File: config.mk
export PLATFORM = sky130hd
export DESIGN_NAME = pipeline_hazard_ctrl_flat
export DESIGN_NICKNAME = d
export VERILOG_FILES = /design/src/rtl/pipeline_hazard_ctrl_if.sv /design/src/rtl/pipeline_hazard_ctrl.sv /design/src/flat_wrapper.sv
export SDC_FILE = /design/constraint.sdc
export NUM_CORES = 1
export LEC_CHECK = 0
export BUFFER_PORTS_ARGS = -buffer_cell sky130_fd_sc_hd__clkbuf_2
export CAP_MARGIN = 20
export CORE_MARGIN = 4
export CORE_UTILIZATION = 51
export CTS_BUF_LIST = sky130_fd_sc_hd__clkbuf_16
export CTS_CLUSTER_SIZE = 20
export DETAILED_ROUTE_END_ITERATION = 12
export GPL_ROUTABILITY_DRIVEN = 1
export GPL_TIMING_DRIVEN = 0
export PLACE_DENSITY = 0.76
export SYNTH_ARGS = -nofsm -noshare
export SYNTH_HDL_FRONTEND = slang
export SYNTH_SLANG_ARGS = --single-unit
File: constraint.sdc
create_clock -name clock -period 2.25 [get_ports clock]
set_clock_uncertainty 0.05 [all_clocks]
set_input_delay 0.1125 -clock clock [delete_from_list [all_inputs] [get_ports clock]]
set_output_delay 0.1125 -clock clock [all_outputs]
set_load 0.01 [all_outputs]
File: src/rtl/pipeline_hazard_ctrl_if.sv
// Issue-control bundle between the pipeline datapath (master) and the hazard controller (slave).
// The datapath presents the IF/ID instruction and the branch outcome; the controller returns the stage controls.
interface pipeline_hazard_ctrl_if #(
  parameter int CNT_W = 16
);
  logic [19:0]      id_instruction;
  logic             id_valid;
  logic             ex_branch_taken;
  logic             pc_write_en;
  logic             if_id_write_en;
  logic             if_id_flush;
  logic             id_ex_bubble;
  logic             ex_hold;
  logic             issue;
  logic [CNT_W-1:0] stall_cycles;

  modport master (
    output id_instruction, id_valid, ex_branch_taken,
    input  pc_write_en, if_id_write_en, if_id_flush, id_ex_bubble, ex_hold, issue, stall_cycles
  );

  modport slave (
    input  id_instruction, id_valid, ex_branch_taken,
    output pc_write_en, if_id_write_en, if_id_flush, id_ex_bubble, ex_hold, issue, stall_cycles
  );
endinterface

File: src/rtl/pipeline_hazard_ctrl.sv
// Hazard/issue controller: per-register write scoreboard, multi-cycle MUL sequencer,
// taken-branch flush and a saturating stall counter driving the PC, IF/ID and ID/EX controls.
module pipeline_hazard_ctrl #(
  parameter int NUM_REGS    = 8,
  parameter int WB_DISTANCE = 3,
  parameter int MUL_LATENCY = 3,
  parameter int CNT_W       = 16
) (
  input  logic                   clock,
  input  logic                   reset,
  pipeline_hazard_ctrl_if.slave  bus
);
  localparam int SB_W = $clog2(WB_DISTANCE + MUL_LATENCY);
  localparam int MC_W = $clog2(MUL_LATENCY);
  localparam logic [SB_W-1:0] LOAD_ALU = SB_W'(WB_DISTANCE);
  localparam logic [SB_W-1:0] LOAD_MUL = SB_W'(WB_DISTANCE + MUL_LATENCY - 1);
  localparam logic [MC_W-1:0] MCNT_INIT = MC_W'(MUL_LATENCY - 1);

  typedef enum logic {IDLE = 1'b0, BUSY = 1'b1} state_t;

  state_t           state_reg, state_next;
  logic [MC_W-1:0]  mcnt_reg, mcnt_next;
  logic [CNT_W-1:0] stall_cnt_reg;

  logic [3:0] opcode;
  logic [2:0] rd, rs1, rs2;
  logic       reads_rs1, reads_rs2, writes_rd, is_mul;
  logic [NUM_REGS-1:0] busy;
  logic       data_hazard, stall, flush, issue_int;

  assign opcode = bus.id_instruction[19:16];
  assign rd     = bus.id_instruction[15:13];
  assign rs1    = bus.id_instruction[12:10];
  assign rs2    = bus.id_instruction[9:7];

  always_comb begin
    reads_rs1 = 1'b0;
    reads_rs2 = 1'b0;
    writes_rd = 1'b0;
    is_mul    = 1'b0;
    case (opcode)
      4'd1:       begin reads_rs1 = 1'b1; writes_rd = 1'b1; end
      4'd2, 4'd6: begin reads_rs1 = 1'b1; reads_rs2 = 1'b1; end
      4'd3, 4'd4: begin reads_rs1 = 1'b1; reads_rs2 = 1'b1; writes_rd = 1'b1; end
      4'd5:       begin reads_rs1 = 1'b1; reads_rs2 = 1'b1; writes_rd = 1'b1; is_mul = 1'b1; end
      default:    ;
    endcase
  end

  // Each counter tracks cycles until its register's pending result is readable.
  genvar gi;
  generate
    for (gi = 0; gi < NUM_REGS; gi++) begin : g_sb
      logic [SB_W-1:0] cnt_reg;
      always_ff @(posedge clock) begin
        if (reset)
          cnt_reg <= '0;
        else if (issue_int && writes_rd && rd == 3'(gi))
          cnt_reg <= is_mul ? LOAD_MUL : LOAD_ALU;
        else if (cnt_reg != '0)
          cnt_reg <= cnt_reg - 1'b1;
      end
      assign busy[gi] = (cnt_reg != '0);
    end
  endgenerate

  assign data_hazard = bus.id_valid && ((reads_rs1 && busy[rs1]) || (reads_rs2 && busy[rs2]));
  assign stall       = data_hazard || (state_reg == BUSY);
  // A branch can only resolve while EX is not held by a MUL.
  assign flush       = bus.ex_branch_taken && (state_reg == IDLE);

  always_ff @(posedge clock) begin
    if (reset) begin
      state_reg <= IDLE;
      mcnt_reg  <= '0;
    end else begin
      state_reg <= state_next;
      mcnt_reg  <= mcnt_next;
    end
  end

  always_comb begin
    state_next = state_reg;
    mcnt_next  = mcnt_reg;
    case (state_reg)
      IDLE: if (issue_int && is_mul) begin
        state_next = BUSY;
        mcnt_next  = MCNT_INIT;
      end
      BUSY: begin
        mcnt_next = mcnt_reg - 1'b1;
        if (mcnt_reg == MC_W'(1)) state_next = IDLE;
      end
      default: state_next = IDLE;
    endcase
  end

  always_comb begin
    bus.pc_write_en    = 1'b1;
    bus.if_id_write_en = 1'b1;
    bus.if_id_flush    = 1'b0;
    bus.id_ex_bubble   = 1'b0;
    bus.ex_hold        = (state_reg == BUSY);
    issue_int          = 1'b0;
    if (reset) begin
      bus.pc_write_en    = 1'b0;
      bus.if_id_write_en = 1'b0;
      bus.id_ex_bubble   = 1'b1;
      bus.ex_hold        = 1'b0;
    end else if (flush) begin
      bus.if_id_flush  = 1'b1;
      bus.id_ex_bubble = 1'b1;
    end else if (stall) begin
      bus.pc_write_en    = 1'b0;
      bus.if_id_write_en = 1'b0;
      bus.id_ex_bubble   = 1'b1;
    end else begin
      issue_int = bus.id_valid;
    end
  end

  assign bus.issue = issue_int;

  always_ff @(posedge clock) begin
    if (reset)
      stall_cnt_reg <= '0;
    else if (stall && !flush && stall_cnt_reg != '1)
      stall_cnt_reg <= stall_cnt_reg + 1'b1;
  end

  assign bus.stall_cycles = stall_cnt_reg;
endmodule
File: src/flat_wrapper.sv
// flat-port wrapper written by rule: the top's interface ports become plain ports
module pipeline_hazard_ctrl_flat 
#(
  parameter int NUM_REGS    = 8,
  parameter int WB_DISTANCE = 3,
  parameter int MUL_LATENCY = 3,
  parameter int CNT_W       = 16
)
  (clock, reset, bus_id_instruction, bus_id_valid, bus_ex_branch_taken, bus_pc_write_en, bus_if_id_write_en, bus_if_id_flush, bus_id_ex_bubble, bus_ex_hold, bus_issue, bus_stall_cycles);
  pipeline_hazard_ctrl_if #(.CNT_W(CNT_W)) bus_i ();
  input  logic clock;
  input  logic reset;
  input wire logic [$bits(bus_i.id_instruction)-1:0] bus_id_instruction;
  input wire logic [$bits(bus_i.id_valid)-1:0] bus_id_valid;
  input wire logic [$bits(bus_i.ex_branch_taken)-1:0] bus_ex_branch_taken;
  output wire logic [$bits(bus_i.pc_write_en)-1:0] bus_pc_write_en;
  output wire logic [$bits(bus_i.if_id_write_en)-1:0] bus_if_id_write_en;
  output wire logic [$bits(bus_i.if_id_flush)-1:0] bus_if_id_flush;
  output wire logic [$bits(bus_i.id_ex_bubble)-1:0] bus_id_ex_bubble;
  output wire logic [$bits(bus_i.ex_hold)-1:0] bus_ex_hold;
  output wire logic [$bits(bus_i.issue)-1:0] bus_issue;
  output wire logic [$bits(bus_i.stall_cycles)-1:0] bus_stall_cycles;
  assign bus_i.id_instruction = bus_id_instruction;
  assign bus_i.id_valid = bus_id_valid;
  assign bus_i.ex_branch_taken = bus_ex_branch_taken;
  assign bus_pc_write_en = bus_i.pc_write_en;
  assign bus_if_id_write_en = bus_i.if_id_write_en;
  assign bus_if_id_flush = bus_i.if_id_flush;
  assign bus_id_ex_bubble = bus_i.id_ex_bubble;
  assign bus_ex_hold = bus_i.ex_hold;
  assign bus_issue = bus_i.issue;
  assign bus_stall_cycles = bus_i.stall_cycles;
  pipeline_hazard_ctrl #(.NUM_REGS(NUM_REGS), .WB_DISTANCE(WB_DISTANCE), .MUL_LATENCY(MUL_LATENCY), .CNT_W(CNT_W)) u_core (.clock(clock), .reset(reset), .bus(bus_i));
endmodule
==> metrics.md, run 1 <==
| Metric | Value |
|---|---|
| CTS tree | `built` |
| Status | `finished with violations` |
| Lkg Pwr | `between 1.5 and 2 nW` |
| Row Count | `26` |
| Fill cell count | `roughly 340` |
| Proportion of layout cells with a drive suffix above 1 | `0.3838` |
| Hold Path Sink | `u_core.g_sb[7].cnt_reg[2]` |
| Critical path fanouts, max | `7` |
| HP Start | `reset` |
| Hold buffers post-CTS | `0` |
| Hpwl dp | `4832 um` |
| DR vias/cell | `6.113` |
| Simple-Gate Fraction of Synth Area | `0.2404` |
| Metal3 WL | `503 um` |
| Clock latency on the worst-skew pair | `just under 0.3 ns` |
| GP Congestion | `0.8763` |
| RSZ-0062 raised after global routing | `yes` |
| Pwr Total | `3.575 mW` |
| Clock Pin Slew Worst Setup and Hold Paths | `~0.07 ns` |
| Pre-Repair DR Iteration Count | `4` |
| Worst r2r path cells | `12` |
| Worst slew pin tran | `0.9683 ns` |
| Sequential cell area | `about 860 um^2` |
| Post-synth EDFFs | `0` |
| Mapped Nets | `roughly 360` |
| Final setup viols | `47` |
| Clock buffer depth | `2` |
| Slew headroom | `0.3485` |
| Antenna violations before repair | `0` |
| Crit path DAT | `2.80 ns` |
| Startpoint types | `register` |
| Synthesized flop and latch total | `between 40 and 50` |
| Clock power share | `0.196` |
| H-tree levels | `2` |
| Final Util | `0.7388` |
| Worst Setup End Kind | `register` |
| WHS | `0.1670 ns` |
| Slew Viols, Final | `0` |
| Critical path class | `register to register` |
| PortBufs | `38` |
| Max cap viols | `0` |
| Uppermost layer routed | `met4` |
| Post-synth cell types | `59` |
| Most common flop cell mapped by yosys | `dfxtp_1` |
| Area of the core | `0.005172 mm^2` |
| N_diodes | `0` |
| Post-synth ARST share | `0` |
| IO Pins | `46` |
| Power Density | `935.7 mW/mm^2` |
| Crit share post-route | `1.172` |
| Overall global routing resource usage | `0.2207` |
| Sw power | `about 1.3 mW` |
| Worst setup margin | `-0.3876 ns` |
| DRC marker count from the first detailed-route iteration | `206` |
| Reg-to-reg critical path startpoint | `u_core.g_sb[3].cnt_reg[0]` |
| Net count, final | `424` |
| Root buffer cell | `clkbuf_16` |
| Remaining DRCs | `0` |
| Synth Area in Adders | `0.08163` |
| Xor/xnor share of the synthesized area | `0.02540` |
| Number of buffers created by CTS | `5` |
| Multiplexer area fraction after synthesis | `0.1016` |
| Fin. Hold Viols | `0` |
| Post-synthesis compound-gate area fraction | `0.1832` |
| Synth warn | `0` |
| Net Sw Frac | `0.3655` |
| Antenna Violating Nets Remaining | `0` |
| Met2 Routed Length | `3842 um` |
| Final WL | `just over 8000 um` |
| Footprint of the multi-input gates | `between 0.002 and 0.0025 mm^2` |
| Data required, critical path | `2.41 ns` |
| Reg-to-reg critical path endpoint | `u_core.bus.stall_cycles[4]` |
| Hold Crit Depth | `3` |
| Die width | `81.55 um` |
| GRT overflow | `0` |
| Die Y | `81.55 um` |
| WL/cell | `17.94 um` |
| Power share of the combinational group | `0.496` |
| Largest net degree at the start of global routing | `13` |
| DR vias | `~2800` |
| Post-synthesis cell area | `0.002759 mm^2` |
| Syn Area/Cell | `a little under 9 um^2` |
| DRT met1 WL | `3632 um` |
| Starting density of the core | `0.5334` |
| Final setup TNS | `-11.02 ns` |
| Reg power frac | `0.307` |
| Period minus WS final | `2.638 ns` |
| Die area | `0.006650 mm^2` |
| Synth Instances | `314` |
| Hold/Removal Path Class | `input pin to register` |
| Peak supply drop | `between 0.0005 and 0.0006 V` |
| Critical Path Start | `u_core.g_sb[3].cnt_reg[0]` |
| CTS Sinks | `43` |
| First-pass GRT wire length | `11470 um` |
| Place WS | `-0.4061 ns` |
| Max reg flops | `24` |
| Main combinational cell family by area after synthesis | `simple AND/OR/NAND/NOR gates` |
| Violated checks | `setup timing` |
| Vias in the first global route | `2398` |
| Int Pwr | `about 2.3 mW` |
| Area Overhead vs Synth | `38.50%` |
| Max Fclk | `379.1 MHz` |
| Post-synthesis sequential area ratio | `0.3120` |
| Flop-to-flop setup slack | `-0.39 ns` |
==> through the flow <==
step / cell area (um^2) / instances
6_report: 3821 / 453
5_1_grt: 3821 / 453
4_1_cts: 3368 / 444
3_5_place_dp: 3060 / 422
3_3_place_gp: 3060 / 422
2_1_floorplan: 2783 / 314
==> Yosys cell counts (3+ instances only) <==
library cell / number / area, um^2
mux2i_1: 19 / 190.2
dfxtp_1: 43 / 860.8
nand4_1: 6 / 37.54
nand3_1: 7 / 35.03
nand2b_1: 7 / 43.79
o21ai_0: 4 / 20.02
a21oi_1: 16 / 80.08
or4_1: 4 / 30.03
clkbuf_1: 8 / 30.03
mux2_2: 3 / 33.78
o211ai_1: 8 / 60.06
and2_1: 3 / 18.77
or2_2: 4 / 25.02
nand2_1: 23 / 86.33
nor3_1: 6 / 30.03
o21a_1: 3 / 22.52
o41ai_1: 6 / 52.55
and3_1: 6 / 37.54
nor2_1: 20 / 75.07
nand4b_1: 4 / 35.03
nor3b_1: 8 / 60.06
xnor2_1: 8 / 70.07
mux2_1: 5 / 56.30
ha_1: 18 / 225.2
inv_1: 21 / 78.83
nor4_1: 4 / 25.02
o311ai_0: 5 / 43.79
o31ai_1: 5 / 37.54
buf_2: 3 / 15.01
o31a_1: 3 / 26.28
==> cell usage in the layout, fill, tap and decap left out, types with 4 or more instances in the layout <==
master	n
dfxtp_1	41
clkbuf_2	35
nand2_1	22
mux2i_1	19
buf_4	19
nor2_1	18
inv_1	17
ha_1	14
a21oi_2	10
o211ai_1	8
xnor2_1	8
clkbuf_16	7
inv_2	6
nand3_1	6
nand2b_1	6
nor3b_1	6
clkbuf_1	6
and3_1	6
nand4_1	6
a21oi_1	6
buf_6	5
nor3_1	4
or2_2	4
nand4b_1	4
o311ai_4	4
o41ai_2	4
==> critical path, cell delays in order (launching register included) <==
cell,delay [ns]
dfxtp_2,0.33
inv_2,0.07
ha_4,0.13
or2b_4,0.28
o22a_1,0.20
a22o_1,0.22
o31a_4,0.34
a31oi_4,0.27
buf_6,0.20
buf_8,0.15
buf_12,0.10
o31ai_4,0.05
a21oi_2,0.17
==> repair_timing <==
action                                  in CTS  in global routing
gates resized for setup                     18                 70
pin swaps                                   10                 23
setup buffers                               13                  6
gates cloned                                 1                  3
endpoints found under the setup margin      47                 47
==> power groups by stage <==
stage	sequential [mW]	clock [mW]	combinational, mW
2_1_floorplan	1.06	0	1.11
3_3_place_gp	1.08	0	1.30
3_5_place_dp	1.09	0	1.35
4_1_cts	1.08	0.697	1.55
5_1_grt	1.12	0.725	1.95
6_report	1.10	0.701	1.77
==> area by class of cell <==
| type | count | share of cell area |
|---|---|---|
| multi-input cells | 235 | 0.5576 |
| flip-flops and latches | 43 | 0.2259 |
| repair buffers | 60 | 0.1107 |
| clock buffers | 5 | 0.03274 |
| plain buffers | 15 | 0.02521 |
| well taps | 70 | 0.02292 |
| inverters | 22 | 0.02161 |
| clock inverters | 3 | 0.003274 |
==> per-layer routing <==
layer	up-vias	global-route usage
met1	1328	0.3096
met3	22	0.04386
met5	-	0
li1	1296	-
met2	123	0.3331
met4	0	0.08108
==> worst max-delay path by stage <==
stage                            endpoint  slack (ns)
6_report       u_core.bus.stall_cycles[4]       -0.39
5_1_grt        u_core.bus.stall_cycles[4]       -0.46
4_1_cts         u_core.g_sb[1].cnt_reg[2]       -0.29
3_5_place_dp    u_core.g_sb[6].cnt_reg[2]       -0.41
3_3_place_gp    u_core.g_sb[3].cnt_reg[2]       -0.35
2_1_floorplan   u_core.g_sb[0].cnt_reg[2]       -0.16
==> kinds of logic after synthesis <==
family / after synthesis
AND/OR/NAND/NOR: 116
AO/OA/AOI/OAI: 65
flip-flops: 43
buffers and inverters: 37
multiplexers: 27
adder cells (fa/ha/maj): 18
XOR/XNOR: 8
(Power assumes the default switching activity.)
==> run 2, diff against run 1 <==
Settings changed: CELL_PAD_IN_SITES_DETAIL_PLACEMENT set to 1, CELL_PAD_IN_SITES_GLOBAL_PLACEMENT set to 1, CORE_UTILIZATION 51 to 38, PLACE_DENSITY 0.76 to unset, PLACE_DENSITY_LB_ADDON set to 0.1, RECOVER_POWER set to 100.
==> run 2 against run 1 <==
Net effect: the run still ends with setup timing left; count of clock-buffer cells in the layout unchanged; flip-flop and latch count unchanged; utilization decreased by 15 points; register-to-register slack got worse by 0.05 ns; critical endpoint is now u_core.g_sb[6].cnt_reg[1]; largest cell class unchanged.
==> metrics.md, run 2 (synthesis gave the netlist of run 1 again) <==
| Metric | Value |
|---|---|
| Final setup TNS | `-13.97 ns (-2.956 ns)` |
| Die Y | `93.21 um (+14%)` |
| Peak supply drop | `0.0005634 V (-3.8%)` |
| Startpoint types | `register` |
| Max Fclk | `372.5 MHz (-1.7%)` |
| Flop-to-flop setup slack | `-0.43 ns (-0.05 ns)` |
| Crit path DAT | `2.78 ns (-0.02 ns)` |
| Fin. Hold Viols | `0 (unchanged)` |
| Overall global routing resource usage | `0.2144 (-0.006244)` |
| Worst r2r path cells | `11 (-1)` |
| Most frequent cells in the layout | `dfxtp_1, clkbuf_1, nand2_1` |
| Data required, critical path | `2.35 ns (-0.06 ns)` |
| Hold buffers post-CTS | `0 (unchanged)` |
| Row Count | `30 (+15%)` |
| Violated checks | `setup timing` |
| Die width | `93.21 um (+14%)` |
| Status | `finished with violations` |
| Worst Setup End Kind | `register` |
| Pwr Total | `4.025 mW (+13%)` |
| Hold Crit Depth | `3 (unchanged)` |
| CTS tree | `built` |
| Slew Viols, Final | `0 (unchanged)` |
| Critical path class | `register to register` |
| CP Cell Sequence | `inv_2 > ha_4 > or2b_4 > o22a_4 > a22o_1 > o31a_4 > buf_6 > a21oi_4 > nand4_1 > buf_4 > mux2i_1` |
| Remaining DRCs | `0 (unchanged)` |
| Antenna violations before repair | `0 (unchanged)` |
| Placed Instance Area | `0.003093 mm^2 (+1.1%)` |
| Hold/Removal Path Class | `input pin to register` |
| Final setup viols | `47 (unchanged)` |
| Leading cell type in the layout, fill and taps excluded | `dfxtp_1` |
| Number of buffers created by CTS | `5 (unchanged)` |
| Critical path's largest stage delay | `0.34 ns (about the same)` |
| Fill cell count | `798 (+140%)` |
| Critical Path Start | `u_core.g_sb[3].cnt_reg[0]` |
| Slew headroom | `0.3831 (+0.03460)` |
| CP Capture Point | `u_core.g_sb[6].cnt_reg[1]` |
| CP max stage cell | `o31a_4` |
| Die area | `0.008687 mm^2 (+31%)` |
| Reg-to-reg critical path startpoint | `u_core.g_sb[3].cnt_reg[0]` |
| Lkg Pwr | `1.600 nW (+0.66%)` |
| Area Overhead vs Synth | `46.35%` |
| CP Buf/Inv Count | `3 (-1)` |
| Clock latency on the worst-skew pair | `0.29 ns (about the same)` |
| H-tree levels | `2 (unchanged)` |
| Delay-heaviest family, CP | `compound AO/OA/AOI/OAI gates` |
| GP Congestion | `0.8175 (-6.7%)` |
| Crit share post-route | `1.193 (+0.02072)` |
| Power Density | `996.9 mW/mm^2 (+6.5%)` |
| First-pass GRT wire length | `14700 um (+28%)` |
| IO Pins | `46 (unchanged)` |
| Hpwl dp | `5697 um (+18%)` |
| Proportion of layout cells with a drive suffix above 1 | `0.3650 (-0.01877)` |
| RSZ-0062 raised after global routing | `yes` |
| DRC marker count from the first detailed-route iteration | `118 (-43%)` |
| Final Util | `0.5846 (-0.1542)` |
| Footprint of the multi-input gates | `0.002201 mm^2 (+3.3%)` |
| Starting density of the core | `0.3995 (-0.1339)` |
| Vias in the first global route | `2768 (+15%)` |
| Worst setup margin | `-0.4342 ns (-0.04662 ns)` |
| Sequential cell area | `865.8 um^2 (+0.29%)` |
| PortBufs | `38 (unchanged)` |
| WL/cell | `20.05 um (+12%)` |
| CTS Sinks | `43 (unchanged)` |
| DR vias/cell | `5.649 (-7.6%)` |
| Period minus WS final | `2.684 ns (+0.04662 ns)` |
| N_diodes | `0 (unchanged)` |
| Root buffer cell | `clkbuf_16` |
| Pre-Repair DR Iteration Count | `4 (unchanged)` |
| Antenna Violating Nets Remaining | `0 (unchanged)` |
| DR vias | `2740 (-1.0%)` |
| GRT overflow | `0 (unchanged)` |
| Max reg flops | `24 (unchanged)` |
| Clock buffer depth | `2 (unchanged)` |
| Clock Pin Slew Worst Setup and Hold Paths | `0.07 ns (about the same)` |
| Reg-to-reg critical path endpoint | `u_core.g_sb[6].cnt_reg[1]` |
| Crit path depth | `11 (-1)` |
| Final instance area | `0.004038 mm^2 (+5.7%)` |
| Final WL | `9725 um (+20%)` |
| Max cap viols | `0 (unchanged)` |
| Worst slew pin tran | `0.9169 ns (-0.05143 ns)` |
| Area of the core | `0.006907 mm^2 (+34%)` |
| Largest net degree at the start of global routing | `15 (+2)` |
| Net count, final | `430 (+1.4%)` |
| Critical path fanouts, max | `5 (-2)` |
-- run 2: changes by cell type in the layout (fill, tap and decap cells not counted), sizes merged --
cell / before / now
bufinv: 0 / 2
clkinv: 2 / 1
clkbuf: 48 / 47
clkinvlp: 0 / 1
buf: 32 / 39
inv: 23 / 21
-- run 2: worst min-delay path by stage --
stage | start | endpoint | slack, ns
global placement | reset | u_core.g_sb[7].cnt_reg[2] | 0.44
floorplan | bus_id_instruction[17] | u_core.g_sb[4].cnt_reg[1] | 0.25
CTS | reset | u_core.g_sb[7].cnt_reg[2] | 0.15
finish | reset | u_core.g_sb[6].cnt_reg[2] | 0.17
global route | reset | u_core.g_sb[6].cnt_reg[2] | 0.19
detailed placement | reset | u_core.g_sb[7].cnt_reg[2] | 0.44
-- run 2: repair_timing --
action | 4_1_cts | 5_1_grt
setup endpoints to repair | 47 | 47
buffers inserted | 22 | 5
pin swaps | 27 | 20
endpoints found under the hold margin | 0 | 0
resized for setup | 61 | 50
cloned | 3 | 1
-- run 2: final cells by class --
class,count,share of cell area
buffer,14,0.02696
clock buffer,5,0.03099
clock inverter,3,0.01673
inverter,22,0.02045
multi-input combinational,235,0.5451
sequential,43,0.2144
tap,96,0.02975
timing repair buffer,67,0.1156
-- run 2: stage by stage --
step | setup WS, ns | instances | hold slack [ns]
final | -0.4342 | 485 | 0.1675
after global routing | -0.5341 | 485 | 0.1905
after CTS | -0.3216 | 481 | 0.1527
after detailed placement | -0.5321 | 448 | 0.4446
after global placement | -0.4512 | 448 | 0.4358
after floorplan | -0.1643 | 314 | 0.2504
-- run 2: worst reg2reg max path: cells and delay by family, from the launching register on --
family	cells	cell delay [ns]
muxes	1	0.11
AOI/OAI and AO/OA	4	0.95
and+or+nand+nor	2	0.52
adders and majority gates	1	0.13
buffers and inverters	3	0.45
DFF	1	0.33
-- run 2: metal layers --
metal / global-route usage / up-vias / wire [um]
met5: 0 / - / 0
met4: 0.04518 / 0 / 150
met3: 0.03057 / 12 / 338
met2: 0.3635 / 53 / 4924
met1: 0.2894 / 1372 / 4312
li1: - / 1303 / -
-- run 2: power by group --
part	total [mW]	internal [mW]	switching [mW]	leakage (nW)
sequential	1.11	0.960	0.147	0.353
combinational	1.96	0.979	0.981	1.16
clock	0.958	0.636	0.322	0.0900
total	4.02	2.58	1.45	1.60
==> run 3, diff against run 2 <==
--- a/constraint.sdc
+++ b/constraint.sdc
@@ -3,3 +3,3 @@
 set_input_delay 0.1125 -clock clock [delete_from_list [all_inputs] [get_ports clock]]
 set_output_delay 0.1125 -clock clock [all_outputs]
-set_load 0.01 [all_outputs]
+set_load 0.005 [all_outputs]
==> run 3 against run 2 <==
Net effect: the flow still finishes with violations (setup timing); routed wire length shrank 4.3%; largest cell class unchanged; count of clock-buffer cells in the layout unchanged; clock power down 11%; cell count is 2.1% higher; hold slack better by 0.049 ns; first-iteration DRC count fell by 5.1%; critical endpoint is now u_core.g_sb[4].cnt_reg[1]; critical path depth fell by 1.
==> metrics.md, run 3 (synthesis gave the netlist of run 1 again) <==
| Metric | Value |
|---|---|
| Status | `finished with violations` |
| Violated checks | `setup timing` |
| Area of the core | `0.006907 mm^2 (unchanged)` |
| Clock power share | `0.217 (-0.021)` |
| Proportion of layout cells with a drive suffix above 1 | `0.4035 (+0.03847)` |
| H-tree levels | `2 (unchanged)` |
| GP Congestion | `0.8032 (-1.7%)` |
| First-pass GRT wire length | `15070 um (+2.5%)` |
| PortBufs | `38 (unchanged)` |
| Slew Viols, Final | `0 (unchanged)` |
| DP Cell Count | `448 (unchanged)` |
| Row Count | `30 (unchanged)` |
| Slew headroom | `0.4814 (+0.09825)` |
| Worst slew pin tran | `0.7780 ns (-0.1389 ns)` |
| Power Density | `980.2 mW/mm^2 (-1.7%)` |
| Vias in the first global route | `2887 (+4.3%)` |
| Area Overhead vs Synth | `44.22%` |
| WL/cell | `18.81 um (-6.2%)` |
| CTS tree | `built` |
| Net Sw Frac | `0.3573 (-0.002953)` |
| Final WL | `9310 um (-4.3%)` |
| CP max stage cell | `o31a_4` |
| Crit path DAT | `2.74 ns (-0.04 ns)` |
| Number of buffers created by CTS | `5 (unchanged)` |
| CP Cell Sequence | `inv_2 > ha_4 > nand2b_4 > o311a_1 > a22o_1 > o31a_4 > a21oi_4 > nand4_1 > buf_4 > mux2i_1` |
| Die area | `0.008687 mm^2 (unchanged)` |
| DRC marker count from the first detailed-route iteration | `112 (-5.1%)` |
| DR vias | `2758 (+0.66%)` |
| Hpwl dp | `5677 um (-0.35%)` |
| Final Non-Filler Cells | `495 (+2.1%)` |
| Final setup viols | `47 (unchanged)` |
| Period minus WS final | `2.657 ns (-0.02755 ns)` |
| Place WS | `-0.5469 ns (-0.01480 ns)` |
| Max reg flops | `24 (unchanged)` |
| N_diodes | `0 (unchanged)` |
| Antenna Violating Nets Remaining | `0 (unchanged)` |
| Reg power frac | `0.283 (+0.008)` |
| Die Y | `93.21 um (unchanged)` |
| Starting density of the core | `0.3995 (unchanged)` |
| Final setup TNS | `-13.64 ns (+0.3365 ns)` |
| Crit share post-route | `1.181 (-0.01224)` |
| Antenna violations before repair | `0 (unchanged)` |
| Worst Setup End Kind | `register` |
| Power share of the combinational group | `0.500 (+0.013)` |
| Peak supply drop | `0.0006078 V (+7.9%)` |
| CTS Sinks | `43 (unchanged)` |
| Data required, critical path | `2.33 ns (-0.02 ns)` |
| Lkg Pwr | `1.660 nW (+3.8%)` |
| Int Pwr | `2.507 mW (-2.7%)` |
| Net count, final | `440 (+2.3%)` |
| Max cap viols | `0 (unchanged)` |
| Leading cell type in the layout, fill and taps excluded | `dfxtp_1` |
| GRT overflow | `0 (unchanged)` |
| Overall global routing resource usage | `0.2216 (+0.007160)` |
| Pre-Repair DR Iteration Count | `4 (unchanged)` |
| Clock latency on the worst-skew pair | `0.29 ns (about the same)` |
| Fin. Hold Viols | `0 (unchanged)` |
| Clock buffer depth | `2 (unchanged)` |
| Pwr Total | `3.900 mW (-3.1%)` |
| Worst setup margin | `-0.4067 ns (+0.02755 ns)` |
| Largest net degree at the start of global routing | `15 (unchanged)` |
| Critical path class | `register to register` |
| Critical path fanouts, max | `5 (unchanged)` |
| Max Fclk | `376.4 MHz (+1.0%)` |
| Hold/Removal Path Class | `input pin to register` |
| Root buffer cell | `clkbuf_16` |
| Remaining DRCs | `0 (unchanged)` |
| DR vias/cell | `5.572 (-1.4%)` |
| Die width | `93.21 um (unchanged)` |
| Clock Pin Slew Worst Setup and Hold Paths | `0.06 ns (about the same)` |
| IO Pins | `46 (unchanged)` |
| RSZ-0062 raised after global routing | `yes` |
| Placed Instance Area | `0.003088 mm^2 (-0.16%)` |
| Sw power | `1.393 mW (-3.9%)` |
| Startpoint types | `register` |
| Most frequent cells in the layout | `dfxtp_1, buf_4, clkbuf_2` |
| Critical path's largest stage delay | `0.39 ns (+0.05 ns)` |
| Final instance area | `0.003979 mm^2 (-1.5%)` |
-- run 3: cell types whose count changed in the layout (fill, tap and decap cells not counted), moves of 3 or more --
cell	previous run	this run
buf_6	10	7
clkbuf_2	17	31
o311ai_2	0	3
o311ai_4	5	2
buf_4	21	31
clkbuf_1	23	12
-- run 3: final timing paths --
path	start	end	slack [ns]	cells after the start
min reg2reg	u_core.bus.stall_cycles[6]	u_core.bus.stall_cycles[6]	0.48	2
min	reset	u_core.g_sb[6].cnt_reg[2]	0.22	3
max reg2reg	u_core.g_sb[4].cnt_reg[0]	u_core.g_sb[4].cnt_reg[1]	-0.41	10
max	u_core.g_sb[4].cnt_reg[0]	u_core.g_sb[4].cnt_reg[1]	-0.41	10
-- run 3: power groups by stage --
stage                     logic, mW  registers [mW]  clock network [mW]
after floorplan                1.11            1.06                   0
after global placement         1.34            1.09                   0
after detailed placement       1.39            1.09                   0
after CTS                      1.84            1.10               0.858
after global routing           2.17            1.13               0.895
final                          1.95            1.10               0.848
-- run 3: area by class of cell --
class	count	area [um^2]
clock buffer	5	125.1
multi-input combinational	235	2090
sequential	43	867.1
tap	96	120.1
inverter	22	82.58
clock inverter	3	43.79
timing repair buffer	76	550.5
buffer	15	100.1
fill	810	2928
-- run 3: what timing repair did --
action,in CTS,in global routing
setup buffers,31,4
pin swaps,24,12
hold buffers,0,0
gates resized for setup,59,32
setup endpoints to repair,47,47
gates cloned,4,0
-- run 3: per-layer routing --
layer,track usage,up-vias,wire length [um]
met3,0.03942,16,388
li1,-,1332,-
met2,0.3887,56,4641
met5,0,-,0
met4,0.07204,0,216
met1,0.2733,1354,4064
-- run 3: worst max-delay path: cells and delay by family (launching register included) --
kind                       cells  cell delay (ns)
adders and majority gates      1             0.16
muxes                          1             0.12
buffers and inverters          2             0.33
AOI/OAI and AO/OA              4             1.22
and+or+nand+nor                2             0.29
DFF                            1             0.33
-- run 3: per-stage QoR --
stage / hold slack (ns) / util
after floorplan: 0.2504 / -
after global placement: 0.4374 / 0.4471
after detailed placement: 0.4382 / 0.4471
after CTS: 0.1695 / 0.5524
after global routing: 0.2301 / 0.5761
final: 0.2161 / 0.5761
